<file path="config.mk">
export PLATFORM = sky130hd
export DESIGN_NAME = id_ex_pipe
export DESIGN_NICKNAME = d
export VERILOG_FILES = /design/src/rtl/proc_pkg.sv /design/src/rtl/id_ex_bypass.sv /design/src/rtl/id_ex_pipe.sv
export SDC_FILE = /design/constraint.sdc
export NUM_CORES = 1
export LEC_CHECK = 0
export BUFFER_PORTS_ARGS = -buffer_cell sky130_fd_sc_hd__buf_2
export CAP_MARGIN = 15
export CORE_MARGIN = 3
export CORE_UTILIZATION = 41
export DETAILED_ROUTE_END_ITERATION = 8
export PLACE_DENSITY = 0.78
export SLEW_MARGIN = 20
export SYNTH_ARGS = -nofsm -noshare
export SYNTH_HDL_FRONTEND = slang
export SYNTH_SLANG_ARGS = --single-unit
</file>
<file path="constraint.sdc">
create_clock -name clk -period 1.75 [get_ports clk]
set_clock_uncertainty 0.2 [all_clocks]
set_input_delay 0.175 -clock clk [delete_from_list [all_inputs] [get_ports clk]]
set_output_delay 0.175 -clock clk [all_outputs]
set_load 0.02 [all_outputs]
</file>
<file path="src/rtl/proc_pkg.sv">
// Shared definitions for the 4-stage core (IF, ID, EX, WB): opcode encodings,
// default datapath widths and the field values that make up a pipeline bubble.
package proc_pkg;

  localparam logic [1:0] OP_ADD  = 2'b00;
  localparam logic [1:0] OP_ADDI = 2'b01;
  localparam logic [1:0] OP_RSVD = 2'b10;
  localparam logic [1:0] OP_NOP  = 2'b11;

  localparam int DEF_DATA_W = 8;
  localparam int DEF_REG_AW = 3;

  localparam logic BUBBLE_VLD      = 1'b0;
  localparam logic BUBBLE_ALU_SEL  = 1'b0;
  localparam logic BUBBLE_REGWRITE = 1'b0;

  // NOP and the reserved encoding both travel down the pipe as bubbles.
  function automatic logic is_bubble_op(input logic [1:0] opcode);
    return (opcode == OP_NOP) || (opcode == OP_RSVD);
  endfunction

endpackage

</file>
<file path="src/rtl/id_ex_bypass.sv">
// Combinational source-operand resolver for one register read port.
// With ID_EX_BYPASS_EN defined, a same-cycle WB write to the addressed
// register (never x0) is forwarded in place of the stale register-file data.
// Without it the register-file data passes straight through.
module id_ex_bypass
  import proc_pkg::*;
#(
  parameter int DATA_W = DEF_DATA_W,
  parameter int REG_AW = DEF_REG_AW
) (
  input  logic [REG_AW-1:0] rs_addr,
  input  logic [DATA_W-1:0] rs_data,
  input  logic              wb_regwrite,
  input  logic [REG_AW-1:0] wb_rd_addr,
  input  logic [DATA_W-1:0] wb_data,
  output logic [DATA_W-1:0] rs_res
);

`ifdef ID_EX_BYPASS_EN
  logic hit;

  assign hit    = wb_regwrite && (wb_rd_addr == rs_addr) && (wb_rd_addr != '0);
  assign rs_res = hit ? wb_data : rs_data;
`else
  logic unused_wb;

  assign unused_wb = ^{wb_regwrite, wb_rd_addr, wb_data, rs_addr};
  assign rs_res    = rs_data;
`endif

endmodule

</file>
<file path="src/rtl/id_ex_pipe.sv">
// ID -> EX pipeline register. Captures decode control and operands, muxes
// operand B (register or immediate), turns NOP/reserved/invalid slots into
// clean bubbles and counts them with a saturating counter.
// Priority per edge: flush > stall > capture.
// Optional: ID_EX_BYPASS_EN forwards WB write data into the captured operands.
module id_ex_pipe
  import proc_pkg::*;
#(
  parameter int DATA_W = DEF_DATA_W,
  parameter int REG_AW = DEF_REG_AW,
  parameter int CNT_W  = 8
) (
  input  logic              clk,
  input  logic              rst_n,
  input  logic              id_valid,
  input  logic [1:0]        id_opcode,
  input  logic              id_alu_sel,
  input  logic              id_alusrc,
  input  logic              id_regwrite,
  input  logic [REG_AW-1:0] id_rs1_addr,
  input  logic [REG_AW-1:0] id_rs2_addr,
  input  logic [DATA_W-1:0] id_rs1_data,
  input  logic [DATA_W-1:0] id_rs2_data,
  input  logic [DATA_W-1:0] id_imm,
  input  logic [REG_AW-1:0] id_rd_addr,
  input  logic              stall,
  input  logic              flush,
  input  logic              wb_regwrite,
  input  logic [REG_AW-1:0] wb_rd_addr,
  input  logic [DATA_W-1:0] wb_data,
  output logic              ex_valid,
  output logic              ex_alu_sel,
  output logic              ex_regwrite,
  output logic [DATA_W-1:0] ex_op_a,
  output logic [DATA_W-1:0] ex_op_b,
  output logic [REG_AW-1:0] ex_rd_addr,
  output logic [CNT_W-1:0]  bubble_cnt
);

  logic [DATA_W-1:0]        rs1_res;
  logic [DATA_W-1:0]        rs2_res;
  logic signed [DATA_W-1:0] op_b_p0;
  logic                     bubble_p0;

  logic                     vld_p1;
  logic                     alu_sel_p1;
  logic                     regwrite_p1;
  logic signed [DATA_W-1:0] op_a_p1;
  logic signed [DATA_W-1:0] op_b_p1;
  logic [REG_AW-1:0]        rd_p1;
  logic [CNT_W-1:0]         bubble_cnt_p1;

  // Counter increment that sticks at all-ones instead of wrapping.
  function automatic logic [CNT_W-1:0] sat_inc(input logic [CNT_W-1:0] v);
    return (&v) ? v : v + CNT_W'(1);
  endfunction

  id_ex_bypass #(.DATA_W(DATA_W), .REG_AW(REG_AW)) u_bypass_rs1 (
    .rs_addr     (id_rs1_addr),
    .rs_data     (id_rs1_data),
    .wb_regwrite (wb_regwrite),
    .wb_rd_addr  (wb_rd_addr),
    .wb_data     (wb_data),
    .rs_res      (rs1_res)
  );

  id_ex_bypass #(.DATA_W(DATA_W), .REG_AW(REG_AW)) u_bypass_rs2 (
    .rs_addr     (id_rs2_addr),
    .rs_data     (id_rs2_data),
    .wb_regwrite (wb_regwrite),
    .wb_rd_addr  (wb_rd_addr),
    .wb_data     (wb_data),
    .rs_res      (rs2_res)
  );

  // Stage p0 (ID side): bubble detection and operand-B source select.
  always_comb begin
    bubble_p0 = !id_valid || is_bubble_op(id_opcode);
    op_b_p0   = id_alusrc ? id_imm : rs2_res;
  end

  // Stage p1 (EX side): flush loads a bubble, stall holds, otherwise capture.
  // Bubble loads never look at alu_sel/alusrc, so undefined NOP controls stay out.
  always_ff @(posedge clk or negedge rst_n) begin
    if (!rst_n) begin
      vld_p1        <= BUBBLE_VLD;
      alu_sel_p1    <= BUBBLE_ALU_SEL;
      regwrite_p1   <= BUBBLE_REGWRITE;
      op_a_p1       <= '0;
      op_b_p1       <= '0;
      rd_p1         <= '0;
      bubble_cnt_p1 <= '0;
    end else if (flush || (!stall && bubble_p0)) begin
      vld_p1        <= BUBBLE_VLD;
      alu_sel_p1    <= BUBBLE_ALU_SEL;
      regwrite_p1   <= BUBBLE_REGWRITE;
      op_a_p1       <= '0;
      op_b_p1       <= '0;
      rd_p1         <= '0;
      bubble_cnt_p1 <= sat_inc(bubble_cnt_p1);
    end else if (!stall) begin
      vld_p1        <= 1'b1;
      alu_sel_p1    <= id_alu_sel;
      regwrite_p1   <= id_regwrite;
      op_a_p1       <= rs1_res;
      op_b_p1       <= op_b_p0;
      rd_p1         <= id_rd_addr;
    end
  end

  assign ex_valid    = vld_p1;
  assign ex_alu_sel  = alu_sel_p1;
  assign ex_regwrite = regwrite_p1;
  assign ex_op_a     = op_a_p1;
  assign ex_op_b     = op_b_p1;
  assign ex_rd_addr  = rd_p1;
  assign bubble_cnt  = bubble_cnt_p1;

endmodule
</file>
; ---- Yosys cells after proc, flatten, opt, wreduce, memory -nomap -nowiden
; Index checks and enable logic that the tools add are counted.
[classes]
addsub = 1
n_eq_ne = 3
n_mux = 13
bitwise_logic = 1
n_reduce_logical = 8
[ops]
columns = cell, count
row1 = $mux W8, 5
row2 = $add A8 B1 Y8 const B, 1
row3 = $reduce_and A8 Y1, 1
row4 = $mux W1, 6
row5 = $mux W3, 2
row6 = $eq A2 B2 Y1 const B, 2
row7 = $logic_or A1 B1 Y1, 3
row8 = $logic_not A1 Y1, 2
row9 = $ne A2 B1 Y1 const B, 1
row10 = $reduce_and A2 Y1, 1
row11 = $logic_and A1 B1 Y1, 1
row12 = $not A1 Y1, 1
[totals]
register_bits = 30
out_inout_bits = 30

; ---- Longest topological paths before layout
; Gate-level depths: netlist (run 1).
[depth]
depth_word = 6
mapped_depth = 5
depth_no_buf = 5

; ---- Hierarchy
; A second synthesis (run 1) with hierarchy kept.
[hier_totals]
hier_cells = 121
hier_area_um2 = 1422.6
[modules_own_cells]
columns = module, instances, cells_per_inst, area_each_um2, seq_area_each_um2
row1 = id_ex_pipe, 1, 105, 1302.5, 750.7
row2 = id_ex_bypass, 2, 8, 60.1, 0.0

; ---- Worst setup path before layout (run 1)
; No wires, ideal clock.
[synth_timing]
path_kind = register to register
start = register bubble_cnt_p1[0], in the netlist bubble_cnt[0]
end = register bubble_cnt_p1[1], in the netlist bubble_cnt[1]
setup_time_ns = 0.125
arrival_ns = 1.351
required_time_ns = 1.425
setup_slack_ns = 0.074
path_stages_with_launch = 6
n_path_buf = 0
cell_sequence = dfrtp_1 -> ha_1 -> nand3_1 -> nor2_1 -> nor2_1 -> mux2_4
[synth_via]
elab_chain_len = 3
elab_cells_between_ends = 4
cone_classes = add/sub (1) / bitwise (1) / reduce/logical (2)
[synth_rtl]
columns = element, line_no
row1 = from (decl), id_ex_pipe.sv:51  ; logic [CNT_W-1:0] bubble_cnt_p1;
row2 = from (signal assigned), id_ex_pipe.sv:100  ; bubble_cnt_p1 <= sat_inc(bubble_cnt_p1);
row3 = branches (longest 3 deep; another with $add A8 B1 Y8), -
; Parallel ways; which one is timed is not known.
; A chain may end at the register's enable or synchronous reset.

; ---- Worst setup path after layout (run 1)
; Ends and elaborated chain as after synthesis.

==> summary.md, run 1 <==
| Metric | Value |
|---|---|
| Run status | finished clean |
| Max Buffers Root-to-Sink | 2 |
| Via/cell ratio | 5.19 |
| Hpwl dp | 2460 um |
| GR Overflow Total | 0 |
| Gp weighted congestion | 0.846 |
| Row count | 19 |
| Avg WL per Cell | 15.8 um |
| FMAX | 618 MHz |
| H-tree levels | 2 |
| GRT Total Usage | 22.2% |
| Worst setup margin | 131 ps |
| Critical Path End | bubble_cnt[1] |
| Worst reg2reg path startpoint | bubble_cnt[0] |
| Slowest-stage cell, CP | dfrtp_1 |
| Hold Violations, Final | 0 |
| Layout Cells excl Fill | 253 |
| DRC Markers | 0 |
| Largest net degree at the start of global routing | 31 |
| Setup TNS | 0 ps |
| Vias in the first global route | 1351 |
| Die width | 62.7 um |
| WHS Path Cells | 3 |
| Most common cell after layout, fill and taps aside | buf_2 |
| Ant. Diodes | 0 |
| Worst R2R Path Depth | 5 |
| Synth Register Bits | 30 |
| Final antenna-violating net count | 0 |
| Number of synthesis warnings | 0 |
| Vert. Die Dim | 62.7 um |
| CTS root buffer | clkbuf_4 |
| Syn Area/Cell | 11.8 sq um |
| RSZ-0062 raised after global routing | false |
| Net Count, Synth | 168 |
| Post-Syn Area | 0.00132 sq mm |
| Crit-path max FO | 5 |
| Post-Syn Instances | 112 |
| Nets@finish | 268 |
| Levels on crit path | 5 |
| Share of the synthesized area in the top cell type | 57.0% |
| CP max stage delay | 420 ps |
| Static leakage | 0.00108 uW |
| MaxCap Viol Count | 0 |
| Synthesis-to-layout area growth | 55.7% |
| CORE AREA | 0.00290 sq mm |
| Cell Chain, Critical Path | ha_2 -> nand3_1 -> nor2_1 -> nor2_2 -> mux2_4 |
| Reg2reg setup slack | 130 ps |
| Pre-CTS setup slack | 37.0 ps |
| IO buf count | 65 |
| Critical Path Source Type | register |
| Initial antenna violation count | 0 |
| CP required | 1760 ps |
| Worst-case vdd ir drop | 0.819 mV |
| First-pass GRT wire length | 6760 um |
| Reg-to-Reg End | bubble_cnt[1] |
| First-pass detailed-route iteration total | 4 |
| DR vias | 1313 |
| Crit share post-route | 92.5% |
| Routed Wire Length | 4000 um |
| Cell taking the most area after synthesis | dfrtp_1 |
| Buffer and inverter count on the worst path | 0 |
| Crit-path leading delay family | flip-flops |
| Top cells by area, synth | dfrtp_1 (57%), a22o_1 (8.7%), mux2i_1 (6.8%) |
| Placed Area | 0.00169 sq mm |
| Reg clk slew, reported paths | 90 ps |
| Class of the worst hold path | input port to register |
| Commonest non-fill, non-tap cells in the layout | buf_2 (65), dfrtp_1 (30), dlygate4sd3_1 (30) |
| Critical path type | register to register |
| Distinct cells, synth | 27 |
| Fin crit period | 1620 ps |
| Sink Count | 30 |
| Power density cells | 974 mW/mm^2 |
| Post-CTS Setup Inserts | 0 |
| Slew HR | 55.1% |
| Die area | 0.00393 sq mm |
| Clock latency on the worst-skew pair | 320 ps |
| CTS tree | yes |
| Io pins | 85 |
| Initial Utilization | 45.4% |
| Crit. End Element | register |
| Max-slew violation count | 0 |
| Crit path arrival time | 1630 ps |
| Setup Viol. Count Final | 0 |
| Cell area after layout | 0.00205 sq mm |
| Hold_sp | flush |
| Cts bufs inserted | 5 |
| Placed cell count | 217 |
| CP Launch Point | bubble_cnt[0] |
| Fraction of layout cells with a size suffix above 1 | 39.8% |
| Worst slew pin tran | 673 ps |
| Share of the yosys chip area belonging to registers | 57.0% |
| First DRT Iteration DRCs | 49 |
| Util after Layout | 70.7% |
## sequential cells by signal, summed over array words and instances (netlist names)
name,cells
bubble_cnt,8
ex_valid,1
ex_regwrite,1
ex_rd_addr,3
ex_op_a,8
ex_alu_sel,1
ex_op_b,8
## kinds of logic (layout without fill, tap and decap cells)
logic type,Yosys count,in the layout,synth area share (%)
muxes,12,12,9.70
AOI/OAI and AO/OA,27,27,15.0
adders and majority gates,1,1,0.950
and+or+nand+nor,30,30,12.4
buffers and inverters,9,108,2.95
xor gates and xnor gates,3,3,2.00
DFF,30,30,57.0
## through the flow
| step | hold slack (ps) | total power (uW) |
|---|---|---|
| global placement | 22.1 | 1500 |
| finish | 50.6 | 2000 |
| detailed placement | 39.7 | 1540 |
| floorplan | -321 | 1300 |
| CTS | 46.8 | 2010 |
| global route | 63.0 | 2120 |
## worst reg2reg max path, cell delays in order, from the launching register on
cell     delay [ps]
dfrtp_1         420
ha_2            250
nand3_1         100
nor2_1          170
nor2_2           80
mux2_4          300
## report_power, final
part | internal [uW] | switching (uW) | total, uW
Clock | 181 | 221 | 401
Sequential | 796 | 138 | 934
Combinational | 308 | 352 | 660
## worst min path at each step
stage	endpoint	slack [ps]
CTS	ex_valid	50
detailed placement	ex_op_a[1]	40
finish	ex_valid	50
global placement	ex_op_a[5]	20
floorplan	bubble_cnt[0]	-320
global route	ex_valid	60
## layout make-up
type,count,area (sq um)
clock buffer,6,51.3
multi-input combinational,73,532
fill,220,851
inverter,4,15.0
timing repair buffer,98,648
sequential,30,751
tap,42,52.6
## Yosys cell counts
cell / instances
o21ai_1: 8
xnor2_1: 1
a21o_1: 1
a22o_1: 13
nor3_1: 4
and4_4: 1
o21ai_0: 2
nand2_1: 10
nor3_2: 1
or3_1: 1
a21oi_4: 1
buf_2: 4
mux2_2: 2
nor2_1: 5
or2_1: 1
nand2b_4: 1
nand3_1: 4
ha_1: 1
xor2_1: 2
and3_1: 1
mux2_4: 1
inv_1: 4
a21oi_1: 2
clkbuf_1: 1
dfrtp_1: 30
mux2i_1: 9
nand4_2: 1
## layer usage
metal / global-route usage, % / routed length, um / up-vias / share of wire [%]
met5: 0 / 0 / - / 0
met4: 7.71 / 99 / 0 / 2.5
met2: 40.5 / 2080 / 64 / 52
li1: - / - / 601 / -
met3: 7.37 / 316 / 13 / 7.9
met1: 23.8 / 1510 / 635 / 38
## repair_timing
action,in CTS,in global routing
endpoints found under the hold margin,51,0
setup endpoints to repair,0,1
hold buffers,30,0
resized for setup,0,2
Power figures use the tool's default switching activity.
==> inputs of run 2 (changes only) <==
Settings changed: CORE_ASPECT_RATIO set to 0.6.
==> run 2 against run 1 <==
Global-route usage shrank 2.8 points. Largest power group unchanged. Clock power grew 58%. Die area grew 0.57%. Sequential cell count is the same. Combinational power shrank 1%. First-iteration DRC count shrank 29%. Register-to-register slack lost 20 ps. Highest routed layer is now met3. Count of clock-buffer cells in the layout grew 2. Sequential power is essentially flat.
==> summary.md, run 2 (synthesis gave the netlist of run 1 again) <==
| Metric | Value |
|---|---|
| Run status | finished clean |
| # fillers | 229 (+4.1%) |
| Critical Path Source Type | input port |
| Die area | 0.00395 sq mm (+0.57%) |
| Crit-path max FO | 1 (-4) |
| Util after Layout | 69.7% (-1.0 points) |
| Critical path type | input port to register |
| CORE AREA | 0.00297 sq mm (+2.2%) |
| Commonest non-fill, non-tap cells in the layout | buf_2 (65), dfrtp_1 (30), dlygate4sd3_1 (26) |
| Worst R2R Path Depth | 5 (unchanged) |
| Initial antenna violation count | 0 (unchanged) |
| Worst reg2reg path startpoint | bubble_cnt[0] |
| Switching Share | 32.8% (-2.8 points) |
| Row count | 15 (-4) |
| Vias in the first global route | 1240 (-8.2%) |
| Setup TNS | 0 ps (unchanged) |
| WHS Path Cells | 3 (unchanged) |
| MaxCap Viol Count | 0 (unchanged) |
| Nets@finish | 264 (-1.5%) |
| Final antenna-violating net count | 0 (unchanged) |
| Largest net degree at the start of global routing | 31 (unchanged) |
| Hold Violations, Final | 0 (unchanged) |
| GR Overflow Total | 0 (unchanged) |
| H-tree levels | 2 (unchanged) |
| IO buf count | 65 (unchanged) |
| CTS tree | yes |
| Clock latency on the worst-skew pair | 270 ps (-50 ps) |
| Sw power | 729 uW (+2.7%) |
| Ant. Diodes | 0 (unchanged) |
| Crit. End Element | register |
| Die width | 79.2 um (+26%) |
| Cts bufs inserted | 5 (unchanged) |
| Power density cells | 1080 mW/mm^2 (+10%) |
| Initial Utilization | 44.4% (-1.0 points) |
| Fin crit period | 1680 ps (+58.0 ps) |
| Hpwl dp | 2320 um (-5.8%) |
| Clock network fraction of total power | 28.6% (+8.5 points) |
| CTS root buffer | clkbuf_8 |
| Avg WL per Cell | 14.3 um (-9.8%) |
| First-pass detailed-route iteration total | 4 (unchanged) |
| CP required | 1690 ps (-70 ps) |
| Via/cell ratio | 4.92 (-5.3%) |
| DRC Markers | 0 (unchanged) |
| First DRT Iteration DRCs | 35 (-29%) |
| Class of the worst hold path | input port to register |
| RSZ-0062 raised after global routing | false |
| Comb pwr share | 29.3% (-3.8 points) |
| Vert. Die Dim | 49.9 um (-20%) |
| WHS | 9.22 ps (-41.4 ps) |
| FMAX | 596 MHz (-3.5%) |
| Worst-case vdd ir drop | 0.883 mV (+7.9%) |
| Static leakage | 0.00109 uW (+1.1%) |
| Reg clk slew, reported paths | 60 ps (-30 ps) |
| Reg power frac | 42.1% (-4.7 points) |
| Sink Count | 30 (unchanged) |
| Internal | 1490 uW (+16%) |
| Post-CTS Setup Inserts | 0 (unchanged) |
| Setup Viol. Count Final | 0 (unchanged) |
| Reg2reg setup slack | 110 ps (-20 ps) |
| Crit path arrival time | 1620 ps (about the same) |
| Total power | 2220 uW (+11%) |
| Io pins | 85 (unchanged) |
| Synthesis-to-layout area growth | 56.9% |
| Hold EP | ex_op_b[6] |
| Crit share post-route | 95.8% (+3.3 points) |
| GRT Total Usage | 19.4% (-2.8 points) |
| Routed Wire Length | 3580 um (-11%) |
| Worst setup margin | 73.2 ps (-58.0 ps) |
| Fraction of layout cells with a size suffix above 1 | 40.7% (+0.86 points) |
| First-pass GRT wire length | 5840 um (-14%) |
| Gp weighted congestion | 0.714 (-16%) |
| Max Buffers Root-to-Sink | 2 (unchanged) |
| DR vias | 1234 (-6.0%) |
| Most common cell after layout, fill and taps aside | buf_2 |
| Multi-input logic area | 529 sq um (-0.47%) |
| Worst slew pin tran | 674 ps (+0.349 ps) |
| Reg-to-Reg End | bubble_cnt[1] |
| FF/Latch Area | 751 sq um (unchanged) |
| Hold_sp | id_imm[6] |
| Max-slew violation count | 0 (unchanged) |
| Slew HR | 55.1% (about the same) |
| Pre-CTS setup slack | 63.4 ps (+26.4 ps) |
[run 2: critical path, cell delays in order]
cell and delay [ps]:
dlygate4sd3_1 540, buf_2 130, mux2i_1 130, dlygate4sd3_1 580, o21ai_1 60
[run 2: power by group through the flow]
stage | Sequential, uW | Clock [uW] | Combinational, uW
floorplan | 1050 | 0 | 255
global placement | 929 | 0 | 572
CTS | 931 | 654 | 649
detailed placement | 940 | 0 | 597
global route | 950 | 691 | 704
finish | 934 | 635 | 651
[run 2: per-stage QoR]
stage / cells / area (sq um)
floorplan: 112 / 1320
global placement: 217 / 1690
detailed placement: 217 / 1690
CTS: 251 / 2060
global route: 251 / 2070
finish: 251 / 2070
[run 2: what timing repair did]
| item | in CTS | in global routing |
|---|---|---|
| setup endpoints to repair | 0 | 1 |
| resized for setup | 0 | 1 |
| hold buffers | 26 | 0 |
| hold endpoints to repair | 50 | 0 |
[run 2: final cells by class]
type	count	share of cell area [%]
Clock buffer	8	5.33
Inverter	4	0.727
Multi-Input combinational cell	73	25.6
Sequential cell	30	36.3
Tap cell	42	2.54
Timing Repair Buffer	94	29.4
[run 2: metal layers]
| layer | global-route usage (%) | routed length (um) | up-vias |
|---|---|---|---|
| li1 | - | - | 591 |
| met1 | 23.9 | 1520 | 591 |
| met2 | 33.4 | 1780 | 52 |
| met3 | 6.75 | 278 | 0 |
| met4 | 3.43 | 0 | 0 |
| met5 | 0 | 0 | - |
[run 2: how the worst max path moves through the flow]
stage | startpoint | slack, ps | to | cells after the start
6_report | id_rs2_data[7] | 70 | ex_op_b[7] | 5
5_1_grt | bubble_cnt[0] | 20 | bubble_cnt[1] | 5
4_1_cts | bubble_cnt[0] | 50 | bubble_cnt[1] | 5
3_5_place_dp | bubble_cnt[0] | 60 | bubble_cnt[1] | 5
3_3_place_gp | bubble_cnt[0] | 110 | bubble_cnt[1] | 5
2_1_floorplan | bubble_cnt[0] | 70 | bubble_cnt[1] | 5
